===== config.mk =====
export PLATFORM = sky130hd
export DESIGN_NAME = spi_byte_master
export DESIGN_NICKNAME = d
export VERILOG_FILES = /design/src/rtl/spi_pkg.sv /design/src/rtl/spi_clk_gen.sv /design/src/rtl/spi_byte_master.sv
export SDC_FILE = /design/constraint.sdc
export NUM_CORES = 1
export LEC_CHECK = 0
export CORE_ASPECT_RATIO = 2
export CORE_UTILIZATION = 55
export DETAILED_ROUTE_END_ITERATION = 12
export GPL_TIMING_DRIVEN = 0
export MAX_ROUTING_LAYER = met4
export PLACE_DENSITY = 0.82
export SYNTH_ARGS = -nofsm -noshare
export SYNTH_HDL_FRONTEND = slang
export SYNTH_HIERARCHICAL = 1
export SYNTH_SLANG_ARGS = --single-unit

===== constraint.sdc =====
create_clock -name i_Clk -period 2.7 [get_ports i_Clk]
set_input_delay 0.405 -clock i_Clk [delete_from_list [all_inputs] [get_ports i_Clk]]
set_output_delay 0.405 -clock i_Clk [all_outputs]
set_load 0.03 [all_outputs]

===== src/rtl/spi_pkg.sv =====
// rtl/spi_pkg.sv - shared FSM encoding and SPI mode constants for the byte master
// Contents: spi_state_t (IDLE/SHIFT/DONE), SPI_CPOL/SPI_CPHA, default half-period length.
package spi_pkg;

    typedef enum logic [1:0] {
        ST_IDLE  = 2'd0,
        ST_SHIFT = 2'd1,
        ST_DONE  = 2'd2
    } spi_state_t;

    localparam int SPI_CPOL = 0;
    localparam int SPI_CPHA = 0;

    localparam int DEFAULT_CLKS_PER_HALF_BIT = 2;

endpackage


===== src/rtl/spi_clk_gen.sv =====
// rtl/spi_clk_gen.sv - SCLK half-period timer, SCLK toggle and edge counter
// Ports:
//   clk, rst      system clock, asynchronous active-high reset
//   en            run the timer; when low all counters sit at zero and SCLK idles
//   sclk          generated serial clock
//   rise_pulse    one-cycle strobe coinciding with the clock edge that raises sclk
//   fall_pulse    one-cycle strobe coinciding with the clock edge that lowers sclk
//   last_edge     fall_pulse of the final (2*DATA_W-th) SCLK edge
module spi_clk_gen
    import spi_pkg::*;
#(
    parameter int CLKS_PER_HALF_BIT = DEFAULT_CLKS_PER_HALF_BIT,
    parameter int DATA_W            = 8
) (
    input  logic clk,
    input  logic rst,
    input  logic en,
    output logic sclk,
    output logic rise_pulse,
    output logic fall_pulse,
    output logic last_edge
);

    localparam int HC_W = $clog2(CLKS_PER_HALF_BIT);
    localparam int EC_W = $clog2(2 * DATA_W) + 1;

    localparam logic [HC_W-1:0] HC_MAX    = HC_W'(CLKS_PER_HALF_BIT - 1);
    localparam logic [EC_W-1:0] EC_LAST   = EC_W'(2 * DATA_W - 1);
    localparam logic            SCLK_IDLE = 1'(SPI_CPOL);

    logic [HC_W-1:0] half_cnt;
    logic [EC_W-1:0] edge_cnt;
    logic            wrap;

    // The pulses are combinational so the byte master acts on the very edge
    // that moves SCLK, keeping MOSI/MISO aligned with the pin.
    assign wrap       = en && (half_cnt == HC_MAX);
    assign rise_pulse = wrap && (sclk == SCLK_IDLE);
    assign fall_pulse = wrap && (sclk != SCLK_IDLE);
    assign last_edge  = fall_pulse && (edge_cnt == EC_LAST);

    always_ff @(posedge clk or posedge rst) begin
        if (rst) begin
            half_cnt <= '0;
            edge_cnt <= '0;
            sclk     <= SCLK_IDLE;
        end else if (!en) begin
            half_cnt <= '0;
            edge_cnt <= '0;
            sclk     <= SCLK_IDLE;
        end else if (wrap) begin
            half_cnt <= '0;
            edge_cnt <= edge_cnt + EC_W'(1);
            sclk     <= ~sclk;
        end else begin
            half_cnt <= half_cnt + HC_W'(1);
        end
    end

endmodule


===== src/rtl/spi_byte_master.sv =====
// rtl/spi_byte_master.sv - SPI mode-0 single-byte master (MSB first, full duplex)
// Ports:
//   i_Clk, i_Rst     system clock, asynchronous active-high reset
//   i_TX_Byte        byte to send, sampled only at accept
//   i_TX_DV          request; accepted on an edge where o_TX_Ready is high
//   o_TX_Ready       high in IDLE and DONE
//   o_RX_Byte        last byte captured from MISO, held until the next transfer ends
//   o_RX_DV          high for the single DONE cycle
//   o_SPI_Clk        SCLK, idles low
//   i_SPI_MISO       serial data in, sampled on SCLK rising edges
//   o_SPI_MOSI       serial data out, changed on SCLK falling edges
module spi_byte_master
    import spi_pkg::*;
#(
    parameter int CLKS_PER_HALF_BIT = DEFAULT_CLKS_PER_HALF_BIT,
    parameter int DATA_W            = 8
) (
    input  logic              i_Clk,
    input  logic              i_Rst,
    input  logic [DATA_W-1:0] i_TX_Byte,
    input  logic              i_TX_DV,
    output logic              o_TX_Ready,
    output logic [DATA_W-1:0] o_RX_Byte,
    output logic              o_RX_DV,
    output logic              o_SPI_Clk,
    input  logic              i_SPI_MISO,
    output logic              o_SPI_MOSI
);

    spi_state_t        state;
    spi_state_t        next_state;
    logic              accept;
    logic              rise_pulse;
    logic              fall_pulse;
    logic              last_edge;
    logic [DATA_W-1:0] tx_shift;
    logic [DATA_W-1:0] rx_shift;

    spi_clk_gen #(
        .CLKS_PER_HALF_BIT (CLKS_PER_HALF_BIT),
        .DATA_W            (DATA_W)
    ) u_clk_gen (
        .clk        (i_Clk),
        .rst        (i_Rst),
        .en         (state == ST_SHIFT),
        .sclk       (o_SPI_Clk),
        .rise_pulse (rise_pulse),
        .fall_pulse (fall_pulse),
        .last_edge  (last_edge)
    );

    assign accept = i_TX_DV && o_TX_Ready;

    always_ff @(posedge i_Clk or posedge i_Rst) begin
        if (i_Rst) begin
            state <= ST_IDLE;
        end else begin
            state <= next_state;
        end
    end

    // DONE is also a ready state so a held request restarts on the very next
    // edge, giving back-to-back bytes with no idle cycle.
    always_comb begin
        next_state = state;
        o_TX_Ready = 1'b0;
        o_RX_DV    = 1'b0;
        case (state)
            ST_IDLE: begin
                o_TX_Ready = 1'b1;
                if (i_TX_DV) begin
                    next_state = ST_SHIFT;
                end
            end
            ST_SHIFT: begin
                if (last_edge) begin
                    next_state = ST_DONE;
                end
            end
            ST_DONE: begin
                o_TX_Ready = 1'b1;
                o_RX_DV    = 1'b1;
                next_state = i_TX_DV ? ST_SHIFT : ST_IDLE;
            end
            default: begin
                next_state = ST_IDLE;
            end
        endcase
    end

    // MOSI is driven from the accept edge, so the first bit has a full
    // half-period of setup before the first rising SCLK edge. The tx shifter
    // rotates so the bit after the current MSB is always at DATA_W-2.
    always_ff @(posedge i_Clk or posedge i_Rst) begin
        if (i_Rst) begin
            tx_shift   <= '0;
            rx_shift   <= '0;
            o_SPI_MOSI <= 1'b0;
            o_RX_Byte  <= '0;
        end else begin
            if (accept) begin
                tx_shift   <= i_TX_Byte;
                o_SPI_MOSI <= i_TX_Byte[DATA_W-1];
            end else if (fall_pulse && !last_edge) begin
                tx_shift   <= {tx_shift[DATA_W-2:0], tx_shift[DATA_W-1]};
                o_SPI_MOSI <= tx_shift[DATA_W-2];
            end
            if (rise_pulse) begin
                rx_shift <= {rx_shift[DATA_W-2:0], i_SPI_MISO};
            end
            // The final rising edge came a half-period earlier, so rx_shift is
            // complete here and the byte is valid throughout the DONE cycle.
            if (last_edge) begin
                o_RX_Byte <= rx_shift;
            end
        end
    end

endmodule


==> results of run 1 <==
[final timing paths]
kind / to / slack (ns) / depth (start not counted)
setup / recovery: o_RX_DV / 0.78 / 2
hold / removal: u_clk_gen/half_cnt / 0.38 / 2
setup reg to reg: tx_shift[4] / 0.83 / 8
hold reg to reg: state[0] / 0.49 / 1
max in group asynchronous: o_RX_Byte[6] / 1.47 / 2
min in group i_Clk: state[0] / 0.49 / 1
[per-stage QoR]
stage                     hold WS, ns  area [µm²]  util [%]
after floorplan                 0.208        1440         -
after global placement          0.454        1700      70.7
after detailed placement        0.481        1700      70.7
after CTS                       0.372        1790      74.3
after global routing            0.419        1790      74.3
final                           0.378        1790      74.3
[synth_stat cells (2+ instances only)]
cell and instances:
dfrtp_1 33, mux2_2 16, nor2_1 15, mux2i_1 10
a21oi_1 9, inv_1 5, and2_1 2, buf_2 2
buf_6 2, ha_1 2, nand2_1 2, nand2b_1 2
xnor2_1 2
[routing by layer]
| layer | track usage (%) | vias up |
|---|---|---|
| met2 | 38.8 | 19 |
| met5 | - | - |
| met4 | 14.3 | 0 |
| li1 | - | 440 |
| met1 | 20.2 | 454 |
| met3 | 7.16 | 4 |
[state kept, by name, summed over array words and instances, names as in the netlist]
signal              count
rx_shift                8
state                   2
u_clk_gen/sclk          1
o_RX_Byte               8
u_clk_gen/edge_cnt      5
tx_shift                8
u_clk_gen/half_cnt      1
[logic make-up (layout without fill, tap and decap cells)]
family          count (synthesis)  count (layout)  synth area share [%]
fa+ha+maj                       2               2                  1.74
compound gates                 12              12                  4.87
mux                            26              26                  19.5
xor+xnor                        2               2                  1.22
flops                          33              33                  57.4
simple gates                   27              27                  10.2
buf+inv                        11              42                  5.13
[layout make-up]
cell class	count	area, µm²	area share, %
Inverter	5	18.8	1.05
Timing Repair Buffer	23	230	12.9
Multi-Input combinational cell	69	539	30.1
Buffer	6	55.1	3.08
Clock buffer	5	68.8	3.85
Tap cell	27	33.8	1.89
Sequential cell	33	826	46.2
Clock inverter	3	17.5	0.979
[power breakdown]
part,internal (mW),switching (mW)
sequential,0.669,0.127
clock,0.177,0.177
combinational,0.288,0.234
[critical path, stage by stage, from the launching register on]
cell and delay (ns):
dfrtp_1 0.40, nor2b_1 0.14, clkdlybuf4s50_1 0.69
==> summary.md, run 1 <==
The number of violations reported at the end of detailed-routing iteration 0 is 25, and the detailed-route vias per instance is 5.36. For this design, the CTS-stage hold fixing added 0 buffers. The routability congestion estimate is 0.695, and the count of input and output buffers is 23. The vertical die dimension is 74.3 µm, and the number of nets in the synthesized netlist is 127.

The core footprint was 2410 µm². Excluding fillers, the count of instances in the completed layout stands at 171. Fill cells in the final layout number 168. Along the worst path, the maximum fanout reaches 3.

Prior to clock tree synthesis, the placed netlist has a worst setup slack of 0.838 ns. Smallest setup slack after layout: 0.783 ns. The tools report the critical path data arrival time as 1.51 ns. Final max-slew violation count: 0.

Measured against its own limit, the worst slew margin works out to 37.8%. The post-route fraction of the period consumed by the critical path was 71.0%. For the final number of hold-violating endpoints, the log shows 0.

The post-synthesis register bit count was 33; the first-pass detailed-route iteration total was 4. Pin placement for this block handled 24 I/O pins. The worst flop-to-flop path startpoint was u_clk_gen/edge_cnt[0]. Final layout net count: 157. The minimum clock period was 1.92 ns; the number of antenna violations at the first check in global routing was 0. The run gives 0 ns as the total negative slack for setup checks. Leading cell type in the layout, fill and taps excluded: dfrtp_1.

The worst-case IR drop observed on VDD is 0.664 mV. The post-layout total power was 1.67 mW. The routed layout has 917 vias.

Counting along the longest clock path gives a buffer depth of 2. Power spread over the standard cell area amounts to 934 nW/µm². Largest area contributor in the synthesized netlist: dfrtp_1.

Derived from the worst setup path, the maximum achievable clock frequency is 522 MHz. In this run the post-CTS setup repair buffer count came out at 0. The tools report the source-to-sink clock delay at the later pin of the worst-skew pair as 0.29 ns. The run finished with clean final reports.

In the routed design, unresolved DRC markers number 0. In the final routed layout, each cell accounts on average for 14.2 µm. Across the routed clock network, the largest skew measured is 0.00985 ns.

The die outline area is 2840 µm². The number of instances resized during post-cts repair is 0, and the signed area change from the synthesized netlist to the final layout is 24.3%. The count of nets left with antenna violations once routing finished came out at 0. For the number of violations of the max-capacitance limit, the log shows 0.

The cell at the root of the clock tree was clkbuf_8. The sequential area share after synthesis was 57.4%; the portion of synthesized cell area occupied by the leading cell type was 57.4%. For this run the aggregate overflow at the end of global routing stands at 0. The met2 wirelength from detailed routing is 1.40 mm.

For this run, the leading register cell type out of synthesis is dfrtp_1. The number of antenna diodes in the final layout is 0. Mapped cell area: 1440 µm².

The number of different library cells used by synthesis comes to 24. The clock net in this run drives a total of 33 sinks. Setup violations remaining at the end of the flow were counted as 0. Counting flops with an async set or reset pin after synthesis yields a share of 100%. Detailed placement finished with a half-perimeter wire length of 1.84 mm.

Synthesis produced a netlist whose cell count is 113. The layout cell share with drive strength beyond 1 is 23.6%. The clock-pin slew on the worst setup and hold paths was 0.06 ns.

The critical setup path kind was flop to output pin. For this block, wires on met1 add up to 890 µm. Setup repair after global routing left no endpoint under its margin. The class of the most critical hold timing path is primary input to async pin. The tools report the clock buffer count from CTS as 5. The critical path starts at state[0]. In the detailed route, the total length drawn on met3 is 85 µm. Critical path capture point type: an output pin. Average cell area after synthesis: 12.7 µm². By area the synthesized netlist is led by dfrtp_1 (57%), mux2_2 (13%), mux2i_1 (7.0%), nor2_1 (3.9%), a21oi_1 (3.1%). In the layout the commonest cells are dfrtp_1 (33), clkdlybuf4s50_1 (23), mux2_2 (16), nor2_1 (15), mux2i_1 (10).

Yosys mapped a number of flops with a built-in enable equal to 0. The first global-routing pass estimated 4.16 mm of wire. The H-tree was split into 2 levels.

The cell leakage power is 0.797 nW. Wires add up to 2.42 mm. The required time at the worst-slack endpoint is 2.30 ns, and the via count of the first global-routing pass is 975. Across every metal layer, demand over resource in global routing totals 22.7%. STA classifies the critical path startpoint as a flop.

The total number of yosys warnings was 6. The initial utilization of the core area, before any placement, comes to 59.7%. From left edge to right edge, the die measures 38.2 µm. The tools report the total placed cells including tap cells as 163. Maximum number of pins on one net before global-route repair: 27. The transition time of the tightest slew-check pin is 0.932 ns, and the row count is 25. The detailed router used layers up to and including met4. TritonCTS built the clock tree.
No activity file was read; power rests on OpenSTA's default activity.
==> run 2: changes to the inputs <==
- CORE_UTILIZATION: 55 -> 51
- PLACE_DENSITY: 0.82 -> 0.77
- clock period: 2.7 -> 2 ns (I/O delays scaled with it)
==> run 2 against run 1 <==
Largest cell class unchanged. Non-clock buffer count unchanged. Total power up 39%. Clock-buffer cell count up 2. Largest power group unchanged. Routed wire length up 3.4%.
==> summary.md, run 2 (synthesis results as in run 1) <==
The tools report the row count as 26. TritonCTS built the clock tree. In this run the static leakage power is 0.807 nW. For this run, design rule violations remaining after detail routing come to 0. The first routing iteration left 11 violations. The headroom to the max-slew limit came out at 38.3%.

The final layout net count came out at 157. OpenSTA, run right after detailed placement, puts the worst setup slack at 0.110 ns. In the global route stage, overall resource usage came out at 22.0%. The worst setup path is captured at a flop. The flow ran to the end, and the final reports show no timing, DRC or antenna violations. Setup repair after global routing left no endpoint under its margin. Global-route wire length before repair: 4.40 mm. The post-route netlist has 24.3% of its cells at a drive strength greater than 1. The width of the die came out at 39.6 µm. The critical setup path kind is flop to flop. The leading cell type in the layout, fill and taps excluded is dfrtp_1.

Of all nets on the critical path, the largest fanout is 8. The logs give 27 for the maximum number of pins on one net before global-route repair and 1.94 mm for the detailed-placement wirelength estimate. The vertical die dimension was 77.1 µm; the count of hold-fix buffers inserted at cts was 0. Die outline area: 3050 µm². The total power density per cell area came out at 1280 nW/µm². For this run, the top clock speed supported by timing is 532 MHz. Final max-slew violation count: 0.

Setup violations remaining at the end of the flow were counted as 0. The detail route stage leaves a number of antenna-violating nets equal to 0. The post-layout total power came out at 2.32 mW. For the required time at the worst-slack endpoint, the log shows 2.16 ns. Measured on the finished design, the core utilization comes to 69.4%. The worst setup path is launched from a flop.

The run gives 0.28 ns as the source-to-sink clock delay at the later pin of the worst-skew pair. The routed design has 2.50 mm of wire. The count of buffers added on input and output ports is 23.

The final clock skew was 0.00378 ns. Final number of hold-violating endpoints: 0. The post-route fraction of the period consumed by the critical path was 93.9%; the core footprint was 2600 µm².

Data arrives at the worst endpoint at 2.04 ns. In this run, CTS created clock tree buffers numbering 5. Clock tree synthesis selected as its root buffer the cell clkbuf_8.

After detailed routing, the average wire length per cell comes to 14.6 µm. For the routability congestion estimate, the log shows 0.761. Global routing finished with a remaining overflow of 0. The largest registers in the layout are o_RX_Byte x8, rx_shift x8, tx_shift x8. The tool flagged a number of max-cap violations equal to 0. For this configuration, the core starts out at a cell density of 55.3%.

Summing over every cut layer, the via total after detailed routing is 931. After detailed routing, the number of vias per cell comes to 5.41. For this run, the detailed router's first-pass iteration total came to 4. Pin placement for this block handled 24 I/O pins.

The top cell types in the final layout, fill and taps aside, are dfrtp_1 (32), clkdlybuf4s50_1 (23), mux2_2 (16), nor2_1 (15), mux2i_1 (10). Via count of the first global-routing pass: 1020. After clock tree synthesis, the clock-pin slew on the worst setup and hold paths is 0.06 ns. The number of antenna violations at the first check in global routing is 0, and the minimum clock period is 1.88 ns. The clock drives 33 sinks. The repair_antennas step left the layout with diodes totalling 0. Across the VDD grid, the largest voltage drop is 0.915 mV. The transition time of the tightest slew-check pin works out to 0.925 ns.

The worst path meets setup with 0.121 ns of slack. In the final timing run, aggregate negative setup slack is 0 ns. The H-tree generated during clock tree synthesis spans 2 levels. The signed area change from the synthesized netlist to the final layout was 25.6%; the final worst hold slack was 0.279 ns. The class of the most critical hold timing path is primary input to async pin. The deepest clock path buffer count was 2.
run 2: cell types whose count changed in the layout (fill, tap and decap cells not counted), sizes merged:
| cell | change |
|---|---|
| clkinvlp | -1 |
| clkbuf | +2 |
| clkinv | -1 |
run 2: timing repair:
| item | in CTS | in global routing |
|---|---|---|
| hold endpoints to repair | 0 | 0 |
| resized for setup | 0 | 1 |
| setup endpoints to repair | 0 | 3 |
| setup buffers | 0 | 0 |
run 2: final cells by class:
type	count	area, µm²
Tap cell	28	35.0
Fill cell	204	796
Sequential cell	33	827
Timing Repair Buffer	23	230
Multi-Input combinational cell	69	539
Clock buffer	7	96.3
Inverter	5	18.8
Clock inverter	1	5.00
Buffer	6	55.1
run 2: per-layer routing:
metal  vias up  global-route usage, %  part of all wire (%)  wire (µm)
met5         -                      -                     0          0
met4         0                   10.3                   2.6         65
met3         5                   7.80                   4.3        107
met2        27                   37.4                    59       1470
met1       460                   19.8                    34        861
li1        439                      -                     -          -
run 2: path summary, 6_finish.rpt:
check / start / to / slack, ns / cells past startpoint
max in group asynchronous: i_Rst / o_RX_Byte[2] / 0.88 / 2
min: i_Rst / u_clk_gen/edge_cnt[2] / 0.28 / 2
max: u_clk_gen/edge_cnt[0] / tx_shift[4] / 0.12 / 8
min in group i_Clk: state[1] / state[0] / 0.47 / 1
max reg2reg: u_clk_gen/edge_cnt[0] / tx_shift[4] / 0.12 / 8
min reg2reg: state[1] / state[0] / 0.47 / 1
run 2: through the flow:
step | area, µm² | std cells
final | 1810 | 172
after CTS | 1810 | 172
after floorplan | 1440 | 113
after global placement | 1700 | 164
after global routing | 1810 | 172
after detailed placement | 1700 | 164
run 2: where the power goes:
| group | internal (mW) | total [mW] | switching [mW] | leakage (nW) |
|---|---|---|---|---|
| Clock | 0.310 | 0.532 | 0.222 | 0.0542 |
| Sequential | 0.905 | 1.08 | 0.172 | 0.382 |
| Combinational | 0.389 | 0.710 | 0.321 | 0.370 |
run 2: critical path, cell delays in order, from the launching register on:
cell     delay, ns
dfrtp_2       0.44
ha_1          0.24
and3_1        0.19
ha_1          0.16
and2_1        0.15
nor2b_2       0.12
buf_6         0.16
mux2i_1       0.21
a21oi_1       0.09
